$ cat config.mk
export PLATFORM = sky130hd
export DESIGN_NAME = uart_rx_sampler
export DESIGN_NICKNAME = d
export VERILOG_FILES = /design/src/rtl/uart_rx_sampler.sv
export SDC_FILE = /design/constraint.sdc
export NUM_CORES = 1
export LEC_CHECK = 0
export BUFFER_PORTS_ARGS = -buffer_cell sky130_fd_sc_hd__buf_4
export CAP_MARGIN = 40
export CORE_MARGIN = 10
export CORE_UTILIZATION = 45
export CTS_CLUSTER_DIAMETER = 200
export DETAILED_ROUTE_END_ITERATION = 7
export PLACE_DENSITY = 0.74
export SYNTH_ARGS = -nofsm -noshare
export SYNTH_HDL_FRONTEND = slang
export SYNTH_SLANG_ARGS = --single-unit
$ cat constraint.sdc
create_clock -name hwclk -period 4.7 [get_ports hwclk]
set_input_delay 0.47 -clock hwclk [delete_from_list [all_inputs] [get_ports hwclk]]
set_output_delay 0.47 -clock hwclk [all_outputs]
set_load 0.01 [all_outputs]
$ cat src/rtl/uart_rx_sampler.sv
// uart_rx_sampler: 8N1 UART receiver clocked directly by hwclk.
// Bit time is 2*(period+1) hwclk cycles, matching the uart_echo baud divider.
// Defining UART_RX_PARITY_EN adds an even-parity bit between data and stop.
//
// state  | meaning
// IDLE   | line idle, waiting for synchronised rx low
// START  | timing to middle of start bit, rejecting glitches
// DATA   | sampling data bits one full bit apart, LSB first
// PARITY | sampling the parity bit (UART_RX_PARITY_EN builds only)
// STOP   | sampling stop bit, presenting byte or flagging framing error
// BREAK  | stop bit was low; waiting for the line to return high
module uart_rx_sampler #(
    parameter int SYNC_STAGES = 2,
    parameter int DATA_BITS   = 8
) (
    input  logic                 hwclk,
    input  logic                 reset,
    input  logic [31:0]          period,
    input  logic                 rx,
    output logic [DATA_BITS-1:0] data,
    output logic                 valid,
    output logic                 framing_err,
    output logic                 parity_err,
    output logic                 busy
);

    localparam int IDX_W = $clog2(DATA_BITS);
    localparam logic [IDX_W-1:0] LAST_IDX = IDX_W'(DATA_BITS - 1);

    typedef enum logic [2:0] {
        S_IDLE   = 3'd0,
        S_START  = 3'd1,
        S_DATA   = 3'd2,
        S_PARITY = 3'd3,
        S_STOP   = 3'd4,
        S_BREAK  = 3'd5
    } state_t;

    state_t                 state_q;
    logic [SYNC_STAGES-1:0] sync_q;
    logic                   rx_s;
    logic [31:0]            cnt_q;
    logic [31:0]            cnt_d;
    logic                   mid_hit;
    logic                   bit_hit;
    logic [IDX_W-1:0]       idx_q;
    logic [DATA_BITS-1:0]   shift_q;
    logic [DATA_BITS-1:0]   data_q;
    logic                   valid_q;
    logic                   ferr_q;
    logic                   busy_q;
`ifdef UART_RX_PARITY_EN
    logic                   par_q;
    logic                   perr_q;
`endif

    assign rx_s    = sync_q[SYNC_STAGES-1];
    assign cnt_d   = cnt_q + 32'd1;
    // Half a bit in: cnt reaches period. A full bit: cnt reaches 2*period+1,
    // compared at 33 bits so every period bit takes part.
    assign mid_hit = (cnt_q == period);
    assign bit_hit = ({1'b0, cnt_q} == {period, 1'b1});

    // Metastability synchroniser for the asynchronous rx line; idles high.
    always_ff @(posedge hwclk or negedge reset) begin
        if (!reset) begin
            sync_q <= '1;
        end else begin
            sync_q <= {sync_q[SYNC_STAGES-2:0], rx};
        end
    end

    // Frame FSM with registered strobes, data and busy.
    always_ff @(posedge hwclk or negedge reset) begin
        if (!reset) begin
            state_q <= S_IDLE;
            cnt_q   <= '0;
            idx_q   <= '0;
            shift_q <= '0;
            data_q  <= '0;
            valid_q <= 1'b0;
            ferr_q  <= 1'b0;
            busy_q  <= 1'b0;
`ifdef UART_RX_PARITY_EN
            par_q   <= 1'b0;
            perr_q  <= 1'b0;
`endif
        end else begin
            valid_q <= 1'b0;
            ferr_q  <= 1'b0;
`ifdef UART_RX_PARITY_EN
            perr_q  <= 1'b0;
`endif
            case (state_q)
                S_IDLE: begin
                    cnt_q <= '0;
                    if (!rx_s) begin
                        state_q <= S_START;
                        busy_q  <= 1'b1;
                    end
                end

                S_START: begin
                    if (mid_hit) begin
                        cnt_q <= '0;
                        idx_q <= '0;
                        if (!rx_s) begin
                            state_q <= S_DATA;
                        end else begin
                            state_q <= S_IDLE;
                            busy_q  <= 1'b0;
                        end
                    end else begin
                        cnt_q <= cnt_d;
                    end
                end

                S_DATA: begin
                    if (bit_hit) begin
                        cnt_q   <= '0;
                        // Shifting in from the top leaves the first bit at LSB.
                        shift_q <= {rx_s, shift_q[DATA_BITS-1:1]};
                        idx_q   <= idx_q + IDX_W'(1);
                        if (idx_q == LAST_IDX) begin
`ifdef UART_RX_PARITY_EN
                            state_q <= S_PARITY;
`else
                            state_q <= S_STOP;
`endif
                        end
                    end else begin
                        cnt_q <= cnt_d;
                    end
                end

`ifdef UART_RX_PARITY_EN
                S_PARITY: begin
                    if (bit_hit) begin
                        cnt_q   <= '0;
                        par_q   <= rx_s;
                        state_q <= S_STOP;
                    end else begin
                        cnt_q <= cnt_d;
                    end
                end
`endif

                S_STOP: begin
                    if (bit_hit) begin
                        cnt_q <= '0;
                        if (rx_s) begin
                            data_q  <= shift_q;
                            valid_q <= 1'b1;
`ifdef UART_RX_PARITY_EN
                            perr_q  <= ^{shift_q, par_q};
`endif
                            state_q <= S_IDLE;
                            busy_q  <= 1'b0;
                        end else begin
                            ferr_q  <= 1'b1;
                            state_q <= S_BREAK;
                        end
                    end else begin
                        cnt_q <= cnt_d;
                    end
                end

                // One framing error per held-low line; leave only once it is high.
                S_BREAK: begin
                    cnt_q <= '0;
                    if (rx_s) begin
                        state_q <= S_IDLE;
                        busy_q  <= 1'b0;
                    end
                end

                default: begin
                    state_q <= S_IDLE;
                    cnt_q   <= '0;
                    busy_q  <= 1'b0;
                end
            endcase
        end
    end

    assign data        = data_q;
    assign valid       = valid_q;
    assign framing_err = ferr_q;
    assign busy        = busy_q;
`ifdef UART_RX_PARITY_EN
    assign parity_err  = perr_q;
`else
    assign parity_err  = 1'b0;
`endif

endmodule

=== Word level (Yosys, flattened, before mapping) ===
Index checks and enable logic that the tools add are counted.
W data, S select, Z words.

* Memories kept: 0
* Output and inout bits: 12
* Word-level logic and storage cells: 59
* Memory bits (read-only): 0
* Input port bits: 35
* Register bits: 59
* Memory bits (writable): 0
* Bits in latches: 0

* Order comparisons: 0
* Multiplexer cells: 26
* Shift-type cells: 0
* $mul: 0
* Equality and inequality tests: 13
* Bitwise logic cells: 1
* Add/subtract/negate cells: 2
* Div/mod/pow operators: 0
* Reductions and logical operators: 8

{| class="wikitable"
|+ Operators by type and width
! cell !! number
|-
| $mux W32 || 2
|-
| $pmux W32 S2 || 1
|-
| $eq A32 B33 Y1 || 1
|-
| $add A32 B1 Y32 const B || 1
|-
| $eq A32 B32 Y1 || 1
|-
| $mux W3 || 9
|-
| $pmux W3 S5 || 1
|-
| $ne A2 B2 Y1 const B || 6
|-
| $mux W1 || 10
|-
| $eq A3 B3 Y1 const B || 3
|-
| $pmux W3 S2 || 1
|-
| $reduce_and A3 Y1 || 2
|-
| $reduce_and A6 Y1 || 1
|-
| $pmux W1 S5 || 1
|-
| $reduce_and A4 Y1 || 1
|-
| $add A3 B1 Y3 const B || 1
|-
| $eq A3 B1 Y1 const B || 1
|-
| $eq A3 B2 Y1 const B || 1
|-
| $logic_not A3 Y1 || 1
|-
| $mux W2 || 1
|-
| $reduce_and A2 Y1 || 1
|-
| $reduce_bool A2 Y1 || 1
|-
| $reduce_or A2 Y1 || 1
|-
| $not A1 Y1 || 1
|}

=== Depth between registers and ports, before layout ===
* Depth in word-level cells: 4
* Depth in mapped cells: 8
* Depth with buffers taken out: 7

=== Least setup slack after synthesis ===
OpenSTA, ideal clock, no wires.

* Kind: reg-to-reg
* From: register cnt_q[19]
* To: register shift_q[6]
* Stages on the path, launching flop included: 8
* Setup time: 125 ps
* Arrival time: 2111 ps
* Slack: 2464 ps
* Data required time: 4575 ps
* Period minus slack after synthesis: 2236 ps
* Cell sequence: dfrtp_1 clkbuf_1 xor2_1 nor4_1 nand2_1 nor4_4 and2_1 mux2_2

* Cells in the longest elaborated chain, start to end: 2

{| class="wikitable"
|+ RTL lines
! what !! RTL line !! text
|-
| from (decl) || 42 || <nowiki>logic [31:0] cnt_q;</nowiki>
|-
| from (signal assigned) || 114 || <nowiki>cnt_q <= cnt_d;</nowiki>
|-
| from (signal assigned) || 132 || <nowiki>cnt_q <= cnt_d;</nowiki>
|-
| from (signal assigned) || 164 || <nowiki>cnt_q <= cnt_d;</nowiki>
|-
| $eq A32 B33 Y1 || 62 || <nowiki>assign bit_hit = ({1'b0, cnt_q} == {period, 1'b1});</nowiki>
|-
| $reduce_and A2 Y1 (no source line) || - ||
|-
| to (signal assigned) || 122 || <nowiki>shift_q <= {rx_s, shift_q[DATA_BITS-1:1]};</nowiki>
|-
| to (decl) || 47 || <nowiki>logic [DATA_BITS-1:0] shift_q;</nowiki>
|}

No other way between the ends.
A chain may end at the register's enable or synchronous reset.

=== Worst setup path after layout ===
* From: register cnt_q[12]
* To: register cnt_q[23]

* Cells in the longest elaborated chain, start to end: 3
* Elaborated cells between the ends (all ways): 6
* Those cells by class: add/sub (1); eq/ne (2); mux (3)

{| class="wikitable"
|+ RTL lines
! what !! RTL line !! text
|-
| $add A32 B1 Y32 (tied with other cells) || 58 || <nowiki>assign cnt_d = cnt_q + 32'd1;</nowiki>
|-
| $mux W32, on equally long branches || 119, 149, 104 ||
|-
| $pmux W32 S2 (*) || 94 || <nowiki>case (state_q)</nowiki>
|}

Mark *: on every way between the ends. The rest lies on a longest branch, timed or not.

==> impl_metrics.py <==
metrics = {
    "power_and_ir_drop": {
        "irDropWorstVdd_v": 0.000185,
        "finalPower_mw": 1.29,
        "p_leak_nw": 1.82,
        "p_per_area_nw_per_um2": 324,
    },
    "synth": {
        "ys_types": 40,
        "yosysTopAreaCell": "dfrtp_1",
        "syn_nets": 369,
        "yosysMostFrequentCell": "dfrtp_1",
        "synth_edf_count": 0,
        "postSynthCellCount": 331,
        "ys_seq_area_share_pct": 43.9,
        "synth_commonest_cells": "dfrtp_1, xor2_1, xnor2_1",
        "ys_warn_count": 0,
        "avgSynthCellArea_sq_um": 10.2,
        "synthArstFlopShare_pct": 100,
        "synth_area_sq_um": 3370,
        "ys_ff_latch": 59,
        "synth_ff_type": "dfrtp_1",
        "netlist_top_cells_area": "dfrtp_1, xor2_1, xnor2_1",
        "synth.top_cell.area_share_pct": 42.3,
    },
    "floorplan": {
        "pin_count": 47,
        "coreArea_sq_um": 7250,
        "placementRows": 31,
        "die_w_microns": 107,
        "die-height_microns": 107,
        "die_area_sq_um": 11400,
        "start_util_pct": 46.5,
    },
    "detailed_routing": {
        "dr.pass1.iters": 6,
        "wirelength_microns": 8040,
        "route.detailed.drc": 0,
        "avgRoutedWirePerCell_microns": 16.9,
        "vias_per_cell": 5.22,
        "vias": 2479,
        "drt_iter0_drc": 170,
        "ant_nets": 0,
    },
    "clocking": {
        "cts.sinks": 59,
        "ctsResizeCount": 0,
        "h-tree-depth": 3,
        "cts-root-buf": "clkbuf_8",
        "ctsHoldBuffers": 0,
        "cts_setup_buffers": 0,
        "cts_buffers": 9,
        "cts_tree": "built",
        "clk_path_buf_depth": 2,
        "clk_pin_slew_ns": 0.08,
        "clk_latency_ns": 0.36,
    },
    "critical_path": {
        "path_max_fanout": 32,
        "required_ns": 4.92,
        "cp-start-kind": "flop",
        "end_kind": "flop",
        "r2r_slack_ns": 2.12,
        "path_class": "reg -> reg",
        "arrival_ns": 2.80,
    },
    "timing": {
        "slew_headroom_pct": 50.6,
        "layout_min_cycle_time_ns": 2.58,
        "hold_ws_ns": 0.165,
        "finalHoldViolations": 0,
        "rsz0062_at_grt": "false",
        "max_freq_ghz": 0.387,
        "fin_ws_ns": 2.12,
        "fin_crit_sh_pct": 54.9,
        "tightest_slew_ns": 0.741,
        "slew_violations": 0,
        "finClkSkew_ns": 0.0128,
        "setup_viol": 0,
        "tns_ns": 0,
    },
    "final_layout": {
        "fin_area_sq_um": 3970,
        "syn2layout_area_growth_pct": 17.8,
        "fin_nets": 409,
        "fill_cells": 637,
        "multi_input_area_sq_um": 1810,
        "final-seq-area_sq_um": 1480,
        "final_layout_size_suffix_gt1_share_pct": 21.8,
        "antennaDiodeCount": 0,
    },
    "global_routing": {
        "grt_pass1_wl_microns": 13600,
        "grt_pass1_vias": 2681,
        "grt.overflow.total": 0,
        "grt.total_usage_pct": 15.1,
        "grt_start_max_net_pins": 60,
        "antenna_found_initial": 0,
    },
    "placed_design": {
        "dp_slack_ns": 2.00,
        "io_buffers": 45,
        "gp_congestion": 0.916,
        "place_area_sq_um": 3760,
        "post-dp-hpwl_microns": 6060,
    },
    "status": {
        "status": "finished clean",
    },
    "hold_path": {
        "hold_class": "in -> async",
    },
    "flow_run": {
        "maxCapViolations": 0,
    },
}
power by group:
part	total, mW	switching [mW]	internal (mW)	leakage [nW]
registers	0.567	0.0358	0.531	0.810
clock network	0.485	0.233	0.253	0.105
logic	0.236	0.143	0.0928	0.908
total	1.29	0.411	0.876	1.82
kinds of logic (layout without fill, tap and decap cells):
logic type,after synthesis,count (layout),synth area share (%)
AND/OR/NAND/NOR,127,127,20.1
XOR/XNOR,92,92,23.9
flip-flops,59,59,43.9
buffers and inverters,20,65,2.60
multiplexers,17,17,5.68
AO/OA/AOI/OAI,12,12,2.60
adder cells (fa/ha/maj),3,3,1.11
other,1,1,0.111
worst max-delay path: stages (launching register included):
cell      delay (ns)
dfrtp_1         0.45
xor2_1          0.19
nor4b_1         0.52
nand3b_1        0.21
nor4_4          0.46
o31a_1          0.18
buf_4           0.32
nor2_1          0.10
cell usage in the layout, fill, tap and decap left out, drive strengths merged, types with 5 or more instances in the layout:
cell type,n
and2,5
and3,8
buf,46
clkbuf,9
dfrtp,57
inv,6
mux2,17
nand2,17
nand3,12
nand4,17
nor2,40
nor4,12
xnor2,42
xor2,50
worst paths after layout:
path                            from         to  cells after the start
min reg2reg                sync_q[0]  sync_q[1]                      0
min in group hwclk                rx  sync_q[0]                      1
max                        cnt_q[12]  cnt_q[23]                      7
max reg2reg                cnt_q[12]  cnt_q[23]                      7
min                            reset  cnt_q[18]                      1
max in group asynchronous      reset  cnt_q[13]                      1
through the flow:
step / utilization, % / instances
4_1_cts: 54.8 / 475
3_5_place_dp: 51.9 / 459
6_report: 54.8 / 475
5_1_grt: 54.8 / 475
3_3_place_gp: 51.9 / 459
2_1_floorplan: - / 331
state kept, by name (all words and copies together) (netlist names):
signal	flops
idx_q	3
shift_q	8
cnt_q	32
framing_err	1
data	8
state_q	3
valid	1
busy	1
sync_q	2
layout make-up:
| type | count | share of cell area, % |
|---|---|---|
| clock buffers | 9 | 3.12 |
| clock inverters | 7 | 2.08 |
| inverters | 3 | 0.284 |
| multi-input cells | 252 | 45.5 |
| flip-flops and latches | 59 | 37.2 |
| well taps | 99 | 3.12 |
| repair buffers | 46 | 8.70 |
metal layers:
layer / share of wire (%) / GRT usage (%)
met5: 0 / 0
met4: 1.6 / 6.00
met3: 5.7 / 4.35
met2: 47 / 23.6
met1: 45 / 19.1
Note: power is estimated with default switching activity, not from simulation.
